===== src/rtl/fetch_pipeline_ctrl.sv =====
// Fetch-stage sequencing controller: run/step/halt debug FSM, PC and IF/ID write enables,
// branch/jump redirect selects and a saturating count of executed fetch cycles.
module fetch_pipeline_ctrl #(
   parameter int         NB_BITS     = 32,
   parameter int         NB_CNT      = 32,
   parameter logic [5:0] HALT_OPCODE = 6'b111111
) (
   input  logic              i_clk,
   input  logic              i_rst,
   input  logic              i_dbg_run,
   input  logic              i_dbg_step,
   input  logic              i_dbg_stop,
   input  logic              i_hzd_stall,
   input  logic              i_id_beq_taken,
   input  logic              i_id_jmp,
   input  logic [NB_BITS-1:0] i_if_id_instr,
   output logic              o_pc_we,
   output logic              o_if_id_we,
   output logic              o_ctr_beq,
   output logic              o_ctr_jmp,
   output logic              o_ctr_flush,
   output logic [1:0]        o_state,
   output logic              o_halted,
   output logic [NB_CNT-1:0] o_cycle_cnt
);

   typedef enum logic [1:0] {
      ST_IDLE = 2'b00,
      ST_RUN  = 2'b01,
      ST_STEP = 2'b10,
      ST_HALT = 2'b11
   } state_e;

   state_e            state_q;
   logic [NB_CNT-1:0] cnt_q, cnt_d;

   logic       active;
   logic       halt_det;
   logic       fetch_en;
   logic [5:0] opcode;
   logic       unused_instr_bits;

   assign opcode            = i_if_id_instr[NB_BITS-1 -: 6];
   assign unused_instr_bits = ^i_if_id_instr[NB_BITS-7:0];

   assign active = (state_q == ST_RUN) || (state_q == ST_STEP);

   // A stall holds any redirect until it clears; a jump outranks a taken branch.
   assign o_ctr_jmp   = active & i_id_jmp & ~i_hzd_stall;
   assign o_ctr_beq   = active & i_id_beq_taken & ~i_id_jmp & ~i_hzd_stall;
   assign o_ctr_flush = o_ctr_jmp | o_ctr_beq;

   // A halt opcode sitting in a slot that is being flushed is not a real instruction.
   assign halt_det = active & (opcode == HALT_OPCODE) & ~o_ctr_flush;
   assign fetch_en = active & ~i_hzd_stall & ~halt_det;

   assign o_pc_we     = fetch_en;
   assign o_if_id_we  = fetch_en;
   assign o_state     = state_q;
   assign o_halted    = (state_q == ST_HALT);
   assign o_cycle_cnt = cnt_q;

   always_comb begin
      cnt_d = cnt_q;
      if (fetch_en && (cnt_q != {NB_CNT{1'b1}})) begin
         cnt_d = cnt_q + NB_CNT'(1);
      end
   end

   // NOTE: sequential state uses non-blocking assignments so every register samples
   // the pre-edge values of the others, independent of statement order.
   always_ff @(posedge i_clk or posedge i_rst) begin
      if (i_rst) begin
         state_q <= ST_IDLE;
         cnt_q   <= '0;
      end else begin
         cnt_q <= cnt_d;
         case (state_q)
            ST_IDLE: begin
               if (i_dbg_stop) begin
                  state_q <= ST_IDLE;
               end else if (i_dbg_step) begin
                  state_q <= ST_STEP;
               end else if (i_dbg_run) begin
                  state_q <= ST_RUN;
               end
            end
            ST_RUN: begin
               if (halt_det) begin
                  state_q <= ST_HALT;
               end else if (i_dbg_stop) begin
                  state_q <= ST_IDLE;
               end
            end
            ST_STEP: begin
               // A step retires only once the single fetch has actually happened.
               if (halt_det) begin
                  state_q <= ST_HALT;
               end else if (!i_hzd_stall || i_dbg_stop) begin
                  state_q <= ST_IDLE;
               end
            end
            default: state_q <= ST_HALT;
         endcase
      end
   end

endmodule


===== config.mk =====
export PLATFORM = sky130hd
export DESIGN_NAME = fetch_pipeline_ctrl
export DESIGN_NICKNAME = d
export VERILOG_FILES = /design/src/rtl/fetch_pipeline_ctrl.sv
export SDC_FILE = /design/constraint.sdc
export NUM_CORES = 1
export LEC_CHECK = 0
export CAP_MARGIN = 20
export CORE_MARGIN = 10
export CORE_UTILIZATION = 41
export CTS_CLUSTER_SIZE = 8
export DETAILED_ROUTE_END_ITERATION = 12
export PLACE_DENSITY = 0.86
export SETUP_SLACK_MARGIN = 0.15
export SYNTH_ARGS = -nofsm -noshare
export SYNTH_HDL_FRONTEND = slang
export SYNTH_SLANG_ARGS = --single-unit

===== constraint.sdc =====
create_clock -name i_clk -period 2.75 [get_ports i_clk]
set_input_delay 0.275 -clock i_clk [delete_from_list [all_inputs] [get_ports i_clk]]
set_output_delay 0.275 -clock i_clk [all_outputs]
set_load 0.01 [all_outputs]

; ---- Word-level counts from Yosys, hierarchy flattened
; Index checks and enable logic that the tools add are counted.
[op_classes]
n_shift = 0
magnitude_cmp = 0
add_sub_neg = 1
eq_ne = 8
n_reduce_logical = 6
bitwise_logic = 14
multipliers = 0
div_mod_pow = 0
mux = 8
[op_table]
columns = cell, count
row1 = "adder 32 x 1 -> 32 bit, second input constant", 1
row2 = "!= test 32 bit, second input constant", 1
row3 = two-way mux 2 bit, 7
row4 = AND 1 bit, 9
row5 = "== test 6 bit, second input constant", 1
row6 = one-hot mux 2 bit (3 select lines), 1
row7 = "== test 2 bit, second input constant", 2
row8 = "!= test 4 bit, second input constant", 1
row9 = inverter 1 bit, 4
row10 = "!= test 3 x 2 -> 1 bit, second input constant", 1
row11 = "!= test 3 bit, second input constant", 1
row12 = AND reduction 3 bit, 1
row13 = "== test 2 x 1 -> 1 bit, second input constant", 1
row14 = logical NOT 2 bit, 1
row15 = logical OR 1 bit, 2
row16 = logical AND 1 bit, 1
row17 = logical NOT 1 bit, 1
row18 = bitwise OR 1 bit, 1
[totals]
ram_bits = 0
latch_bits = 0
rom_bits = 0
register_bits = 34
wordCells = 39
memories = 0

; ---- Logic depth before layout (Yosys ltp)
; Gate-level depths: netlist (run 1).
[depth]
word_depth = 11
depth_mapped = 8
mapped_depth_nobuf = 7

; ---- Least setup slack after synthesis (run 1)
; Ideal clock, no wire load.
[synth_timing]
path_kind = flip-flop to flip-flop
start = register state_q[0] (netlist: o_state[0])
end = register cnt_q[10] (netlist: o_cycle_cnt[10])
path_stages_with_launch = 9
period_less_slack_ns = 2.246
arrival_time_ns = 2.120
required_ns = 2.624
setup_time_ns = 0.126
path_buffers = 1
path_slack_ns = 0.504
cell_sequence = dfrtp_1 inv_1 ha_1 and4_1 a31oi_2 o31a_1 buf_2 nand4_1 xnor2_1
[synth_via]
elab_chain_len = 11
word_cells_on_any_way = 16
[synth_lines]
columns = element, line
row1 = start: declaration, 34  ; state_e state_q;
row2 = start signal: assignment, 74  ; state_q <= ST_IDLE;
row3 = start signal: assignment, 81  ; state_q <= ST_IDLE;
row4 = start signal: assignment, 83  ; state_q <= ST_STEP;
row5 = == test 2 x 1 -> 1 bit or == test 2 bit (tied branches), 46  ; assign active = (state_q == ST_RUN) || (state_q == ST_STEP);
row6 = logical OR 1 bit (*), 46
row7 = AND 1 bit (3 in series), 50  ; assign o_ctr_beq = active & i_id_beq_taken & ~i_id_jmp & ~i_hzd_stall;
row8 = bitwise OR 1 bit, 51  ; assign o_ctr_flush = o_ctr_jmp | o_ctr_beq;
row9 = inverter 1 bit, 54  ; assign halt_det = active & (opcode == HALT_OPCODE) & ~o_ctr_flush;
row10 = AND 1 bit, 54
row11 = inverter 1 bit, 55  ; assign fetch_en = active & ~i_hzd_stall & ~halt_det;
row12 = AND 1 bit (*), 55
row13 = net o_if_id_we, 18  ; output logic o_if_id_we,
row14 = logical AND 1 bit (*), 65  ; if (fetch_en && (cnt_q != {NB_CNT{1'b1}})) begin
row15 = end signal: assignment, 77  ; cnt_q <= cnt_d;
row16 = end: declaration, 35  ; logic [NB_CNT-1:0] cnt_q, cnt_d;
; The timed path passes the listed nets; every way through them passes the cells marked *.
; A chain may end at the register's enable or synchronous reset.

; ---- Worst setup path after layout (run 1)
[layout_timing]
start = register state_q[0] (netlist: o_state[0])
end = output o_if_id_we
[layout_via]
elab_chain_len = 10
word_cells_on_any_way = 15
[layout_lines]
columns = element, line
row1 = == test 2 x 1 -> 1 bit or == test 2 bit (tied branches), 46
row2 = logical OR 1 bit (*), 46
row3 = AND 1 bit (3 in series), 50
row4 = bitwise OR 1 bit, 51
row5 = inverter 1 bit, 54
row6 = AND 1 bit, 54
row7 = inverter 1 bit, 55
row8 = AND 1 bit (*), 55
row9 = end: declaration, 18
; Mark *: on every way between the ends. The rest lies on a longest branch, timed or not.

==> results of run 1 <==
-- worst paths after layout --
path,startpoint,endpoint,slack (ns)
setup / recovery,o_state[0],o_if_id_we,0.30
hold / removal,i_rst,o_cycle_cnt[4],0.43
setup reg to reg,o_state[0],o_cycle_cnt[1],0.47
hold reg to reg,o_cycle_cnt[30],o_cycle_cnt[30],0.51
max in group asynchronous,i_rst,o_cycle_cnt[11],1.71
min in group i_clk,o_cycle_cnt[30],o_cycle_cnt[30],0.51
-- state kept, by name (all words and copies together) (netlist names) --
register,count
o_state,2
o_cycle_cnt,32
-- routing by layer --
metal  track usage (%)  share of wire, %  up-vias
met1              13.8                41      722
li1                  -                 -      740
met2              20.8                50       35
met3              5.68               7.4       10
met4              4.34               2.1        0
met5                 0                 0        -
-- power groups by stage --
stage / Sequential, W / Combinational, W / Clock [W]
floorplan: 0.000654 / 0.000223 / 0
global placement: 0.000642 / 0.000470 / 0
global route: 0.000652 / 0.000543 / 0.000603
finish: 0.000640 / 0.000488 / 0.000569
detailed placement: 0.000646 / 0.000485 / 0
CTS: 0.000638 / 0.000489 / 0.000578
-- layout make-up --
class | instances | area, um^2
clock buffers | 6 | 82.6
clock inverters | 2 | 60.1
fillers | 349 | 1550
inverters | 9 | 33.8
multi-input cells | 130 | 885
flip-flops and latches | 34 | 851
well taps | 50 | 62.6
repair buffers | 57 | 561
-- per-stage QoR --
stage	std cells	hold WS (ns)
final	288	0.432
after global routing	288	0.496
after CTS	288	0.452
after detailed placement	280	0.497
after global placement	280	0.477
after floorplan	175	0.417
-- cell usage in the layout, fill, tap and decap left out, drive strengths merged --
cell,n
or3,2
mux2,1
clkdlybuf4s50,53
buf,4
o2111ai,1
clkbuf,6
nand2,7
ha,5
xor2,10
dfrtp,34
a31oi,2
and3,7
inv,9
nand2b,3
nand3,15
or3b,1
nor3b,1
o211a,1
nand4,13
bufinv,2
nor2,19
and4,5
nor3,7
xnor2,20
and2,1
nand3b,1
o211ai,1
a21oi,5
o31a,1
o2111a,1
-- what timing repair did --
action | in CTS | in global routing
buffers inserted | 0 | 0
gates resized for setup | 0 | 1
setup endpoints to repair | 0 | 1
-- kinds of logic after synthesis --
logic type                 after synthesis  share of synthesized area (%)
xor gates and xnor gates                30                           14.8
muxes                                    1                          0.635
buffers and inverters                   11                           2.61
and+or+nand+nor                         82                           25.3
AOI/OAI and AO/OA                       12                           5.08
adders and majority gates                5                           3.53
DFF                                     34                           48.0
==> flow_metrics.py, run 1 <==
metrics = {
    "route": {
        "first_iter_violations": 81,
        "viasPerCell": 5.23,
        "wl_um": 4570,
        "first_pass_iters": 4,
        "ant_nets": 0,
        "route.detailed.drc": 0,
        "vias": 1507,
        "post_drt_wl_per_cell_um": 15.9,
    },
    "setup_path": {
        "cp_max_fo": 5,
        "max_stage_delay_ns": 0.60,
        "crit_chain": "inv_1 -> ha_1 -> and4_1 -> a31oi_4 -> clkdlybuf4s50_1",
        "critPathBufInv": 2,
        "arrival_ns": 2.18,
        "cp.depth": 5,
        "slowest_stage": "clkdlybuf4s50_1",
        "worst_setup_path_end_kind": "primary output",
        "required_ns": 2.48,
        "critPathKind": "flop to primary output",
        "rr_worst_depth": 6,
        "start_kind": "flop",
        "cp_top_family": "buffers and inverters",
    },
    "power_and_ir_drop": {
        "p_total_w": 0.00170,
        "p_int_w": 0.00120,
        "p_comb_share_pct": 28.8,
        "p_sw_w": 0.000497,
        "powerDensity_nw_per_um2": 669,
        "swShare_pct": 29.3,
        "ir_drop_mv": 0.716,
        "p_clk_share_pct": 33.5,
        "seqPwrFrac_pct": 37.7,
        "p_leak_nw": 1.10,
    },
    "layout": {
        "final_layout_size_suffix_gt1_share_pct": 6.72,
        "design_area_um2": 2530,
        "nets": 282,
        "utilization_pct": 62.0,
        "syn2layout_area_growth_pct": 43.0,
        "n_antenna_cell": 0,
    },
    "sta": {
        "rsz0062_at_grt": "false",
        "finClkSkew_ns": 0.00574,
        "fin_crit_ns": 2.45,
        "finalSetupTns_ns": 0,
        "maxSlewViolCount": 0,
        "relSlewSlack_pct": 47.1,
        "final-hold-violation-count": 0,
        "fmax_mhz": 407,
        "finalSetupViolations": 0,
        "layout_setup_ws_ns": 0.296,
        "tightest_slew_ns": 0.793,
        "fin_crit_sh_pct": 89.2,
    },
    "floorplanning": {
        "die_w_um": 85.8,
        "die_area_um2": 7350,
        "coreArea_um2": 4090,
        "die_y_um": 85.8,
        "start_util_pct": 43.4,
        "ios": 80,
        "row_count": 23,
    },
    "clock_tree": {
        "cts_htree_levels": 2,
        "path_clk_slew_ns": 0.07,
        "clk-insertion-delay-late_ns": 0.29,
        "cts_buffer_depth": 2,
        "cts-root-buf": "clkbuf_8",
        "cts_tree": "built",
        "hold_buffers": 0,
        "cts_buffers": 5,
        "clock-sinks": 34,
    },
    "logic_synthesis": {
        "syn_nets": 220,
        "async_flop_share_pct": 100,
        "ys_seq_area_share_pct": 48.0,
        "netlist_area_um2": 1770,
        "yosys_warnings": 0,
        "syn_inst": 175,
        "synth_top_area_share_pct": 48.0,
        "avgSynthCellArea_um2": 10.1,
        "synthTopCellsByCount": "34 x dfrtp_1, 20 x xnor2_1, 19 x nor2_1",
        "synth_edf_count": 0,
        "yosysTopAreaCell": "dfrtp_1",
        "synth-main-ff-cell": "dfrtp_1",
        "yosysUniqueCellTypes": 31,
        "synth_area_leaders": "dfrtp_1 48%, xnor2_1 9.9%, xor2_1 4.9%, nand3_1 4.2%, nand4_1 4.2%",
        "synth_most_common_cell": "dfrtp_1",
        "synth_seq_cells": 34,
    },
    "placement": {
        "routabilityCongestion": 0.793,
        "place_ws_ns": 0.438,
        "port_buffers": 53,
        "placed_area_um2": 2380,
        "hpwl_um": 3460,
    },
    "global_routing": {
        "grt_antenna_before_repair": 0,
        "grt_use_total_pct": 12.5,
        "grt_overflow": 0,
        "grt_max_degree": 22,
        "grt_pass1_wl_um": 7550,
        "first_global_vias": 1529,
    },
    "job": {
        "max_cap_violations": 0,
    },
    "outcome": {
        "status": "complete, no violations",
    },
    "min_path": {
        "worstHoldPathType": "primary input to asynchronous set/reset pin",
    },
}
Power figures use the tool's default switching activity.
==> inputs of run 2 (changes only) <==
--- a/config.mk
+++ b/config.mk
@@ -7,10 +7,11 @@
 export LEC_CHECK = 0
 export CAP_MARGIN = 20
 export CORE_MARGIN = 10
-export CORE_UTILIZATION = 41
+export CORE_UTILIZATION = 40
 export CTS_CLUSTER_SIZE = 8
 export DETAILED_ROUTE_END_ITERATION = 12
-export PLACE_DENSITY = 0.86
+export GPL_TIMING_DRIVEN = 0
+export PLACE_DENSITY = 0.84
 export SETUP_SLACK_MARGIN = 0.15
 export SYNTH_ARGS = -nofsm -noshare
 export SYNTH_HDL_FRONTEND = slang
==> run 2 against run 1 <==
- global-route usage is 0.72 points lower
- worst hold slack worse by 0.016 ns
- die area increased by 1.9%
- cell area grew 0.39%
- final cell count is 1.7% higher
- critical path depth is 1 higher
- via count grew 1.3%
- register-to-register slack got worse by 0.02 ns
- non-clock buffer count rose by 3
==> flow_metrics.py, run 2 (synthesis results as in run 1) <==
metrics = {
    "outcome": {
        "status": "complete, no violations",
    },
    "layout": {
        "syn2layout_area_growth_pct": 43.5,
        "largest_register_ffs": 32,
        "n_antenna_cell": 0,
        "final_common_cell": "clkdlybuf4s50_1",
        "nets": 285,
        "final_cell_mix": "53 x clkdlybuf4s50_1, 34 x dfrtp_1, 20 x xnor2_1, 19 x nor2_1, 15 x nand3_1",
        "final_layout_size_suffix_gt1_share_pct": 7.88,
    },
    "sta": {
        "rsz0062_at_grt": "false",
        "fmax_mhz": 406,
        "fin_crit_ns": 2.46,
        "relSlewSlack_pct": 51.4,
        "fin_crit_sh_pct": 89.6,
        "finClkSkew_ns": 0.00406,
        "final-hold-violation-count": 0,
        "tightest_slew_ns": 0.729,
        "finalSetupViolations": 0,
        "maxSlewViolCount": 0,
        "finalSetupTns_ns": 0,
    },
    "power_and_ir_drop": {
        "p_leak_nw": 1.11,
        "ir_drop_mv": 0.525,
        "p_total_w": 0.00159,
        "powerDensity_nw_per_um2": 623,
    },
    "setup_path": {
        "startpoint": "o_state[1]",
        "arrival_ns": 2.19,
        "rr_worst_depth": 9,
        "max_stage_delay_ns": 0.53,
        "critPathKind": "flop to primary output",
        "slowest_stage": "clkdlybuf4s50_1",
        "start_kind": "flop",
        "worst_setup_path_end_kind": "primary output",
        "r2r-start": "o_state[1]",
        "cp_max_fo": 5,
        "required_ns": 2.48,
        "crit_chain": "inv_1 -> ha_1 -> and4_1 -> a31oi_4 -> buf_4 -> clkdlybuf4s50_1",
        "rr_endpoint": "o_cycle_cnt[10]",
        "crit_end": "o_pc_we",
        "rrSetupSlack_ns": 0.45,
    },
    "global_routing": {
        "grt_antenna_before_repair": 0,
        "grt_pass1_wl_um": 7280,
        "grt_max_degree": 19,
        "grt_use_total_pct": 11.8,
        "first_global_vias": 1541,
        "grt_overflow": 0,
    },
    "clock_tree": {
        "hold_buffers": 0,
        "cts-root-buf": "clkbuf_8",
        "cts_buffer_depth": 2,
        "path_clk_slew_ns": 0.07,
        "clk-insertion-delay-late_ns": 0.28,
        "clock-sinks": 34,
        "cts_buffers": 5,
        "cts_tree": "built",
        "cts_htree_levels": 2,
    },
    "route": {
        "wl_um": 4390,
        "first_iter_violations": 86,
        "route.detailed.drc": 0,
        "viasPerCell": 5.21,
        "post_drt_wl_per_cell_um": 15.0,
        "wl_met1_um": 1740,
        "top_layer_used": "met4",
        "vias": 1526,
        "route.met2.wl_um": 2310,
        "wl_met3_um": 318,
        "ant_nets": 0,
        "first_pass_iters": 4,
    },
    "floorplanning": {
        "ios": 80,
        "row_count": 24,
        "die_area_um2": 7500,
        "die_y_um": 86.6,
        "start_util_pct": 41.0,
        "die_w_um": 86.6,
        "coreArea_um2": 4320,
    },
    "placement": {
        "hpwl_um": 3520,
        "port_buffers": 53,
        "routabilityCongestion": 0.798,
    },
    "job": {
        "max_cap_violations": 0,
    },
    "min_path": {
        "worstHoldPathType": "primary input to asynchronous set/reset pin",
    },
}
==> run 2: cell count changes in the layout (fill, tap and decap cells not counted), sizes merged <==
cell    previous run  this run
clkbuf             6         8
bufinv             2         0
buf                4         7
==> run 2: where the power goes <==
| part | switching [W] | internal (W) |
|---|---|---|
| Sequential | 0.0000761 | 0.000554 |
| Clock | 0.000172 | 0.000253 |
| Combinational | 0.000241 | 0.000289 |
| Total | 0.000489 | 0.00110 |
==> run 2: layout make-up <==
cell class	instances	area (um^2)
Clock buffer	8	110
Multi-Input combinational cell	130	885
Tap cell	52	65.1
Fill cell	397	1780
Buffer	2	12.5
Sequential cell	34	851
Inverter	9	33.8
Timing Repair Buffer	58	588
==> run 2: layer usage <==
| layer | track usage [%] | vias up |
|---|---|---|
| met3 | 4.32 | 3 |
| li1 | - | 745 |
| met2 | 21.1 | 37 |
| met4 | 2.65 | 0 |
| met5 | 0 | - |
| met1 | 13.0 | 741 |
==> run 2: worst min path at each step <==
stage                       to  cells after the start
5_1_grt        o_cycle_cnt[23]                      2
3_3_place_gp   o_cycle_cnt[31]                      1
6_report       o_cycle_cnt[23]                      2
3_5_place_dp   o_cycle_cnt[31]                      1
4_1_cts        o_cycle_cnt[24]                      2
2_1_floorplan   o_cycle_cnt[0]                      1
==> run 2: critical path, delay by kind of cell, from the launching register on <==
family	cells	cell delay, ns
AO/OA/AOI/OAI	1	0.20
adder cells (fa/ha/maj)	1	0.30
buffers and inverters	3	0.75
flip-flops	1	0.41
AND/OR/NAND/NOR	1	0.24
==> run 2: what timing repair did <==
| item | in CTS | in global routing |
|---|---|---|
| pin swaps | 1 | 0 |
| cloned | 0 | 0 |
| setup buffers | 1 | 3 |
| endpoints found under the setup margin | 2 | 1 |
| gates resized for setup | 1 | 0 |
==> run 2: stage by stage <==
step / setup slack (ns) / hold slack (ns) / utilization [%] / cell area [um^2] / instances
finish: 0.286 / 0.416 / 58.9 / 2540 / 293
global route: 0.162 / 0.478 / 58.9 / 2540 / 293
CTS: 0.249 / 0.440 / 58.3 / 2520 / 290
detailed placement: 0.338 / 0.483 / 55.4 / 2400 / 281
global placement: 0.333 / 0.479 / 54.8 / 2370 / 280
floorplan: 0.504 / 0.417 / - / 1770 / 175
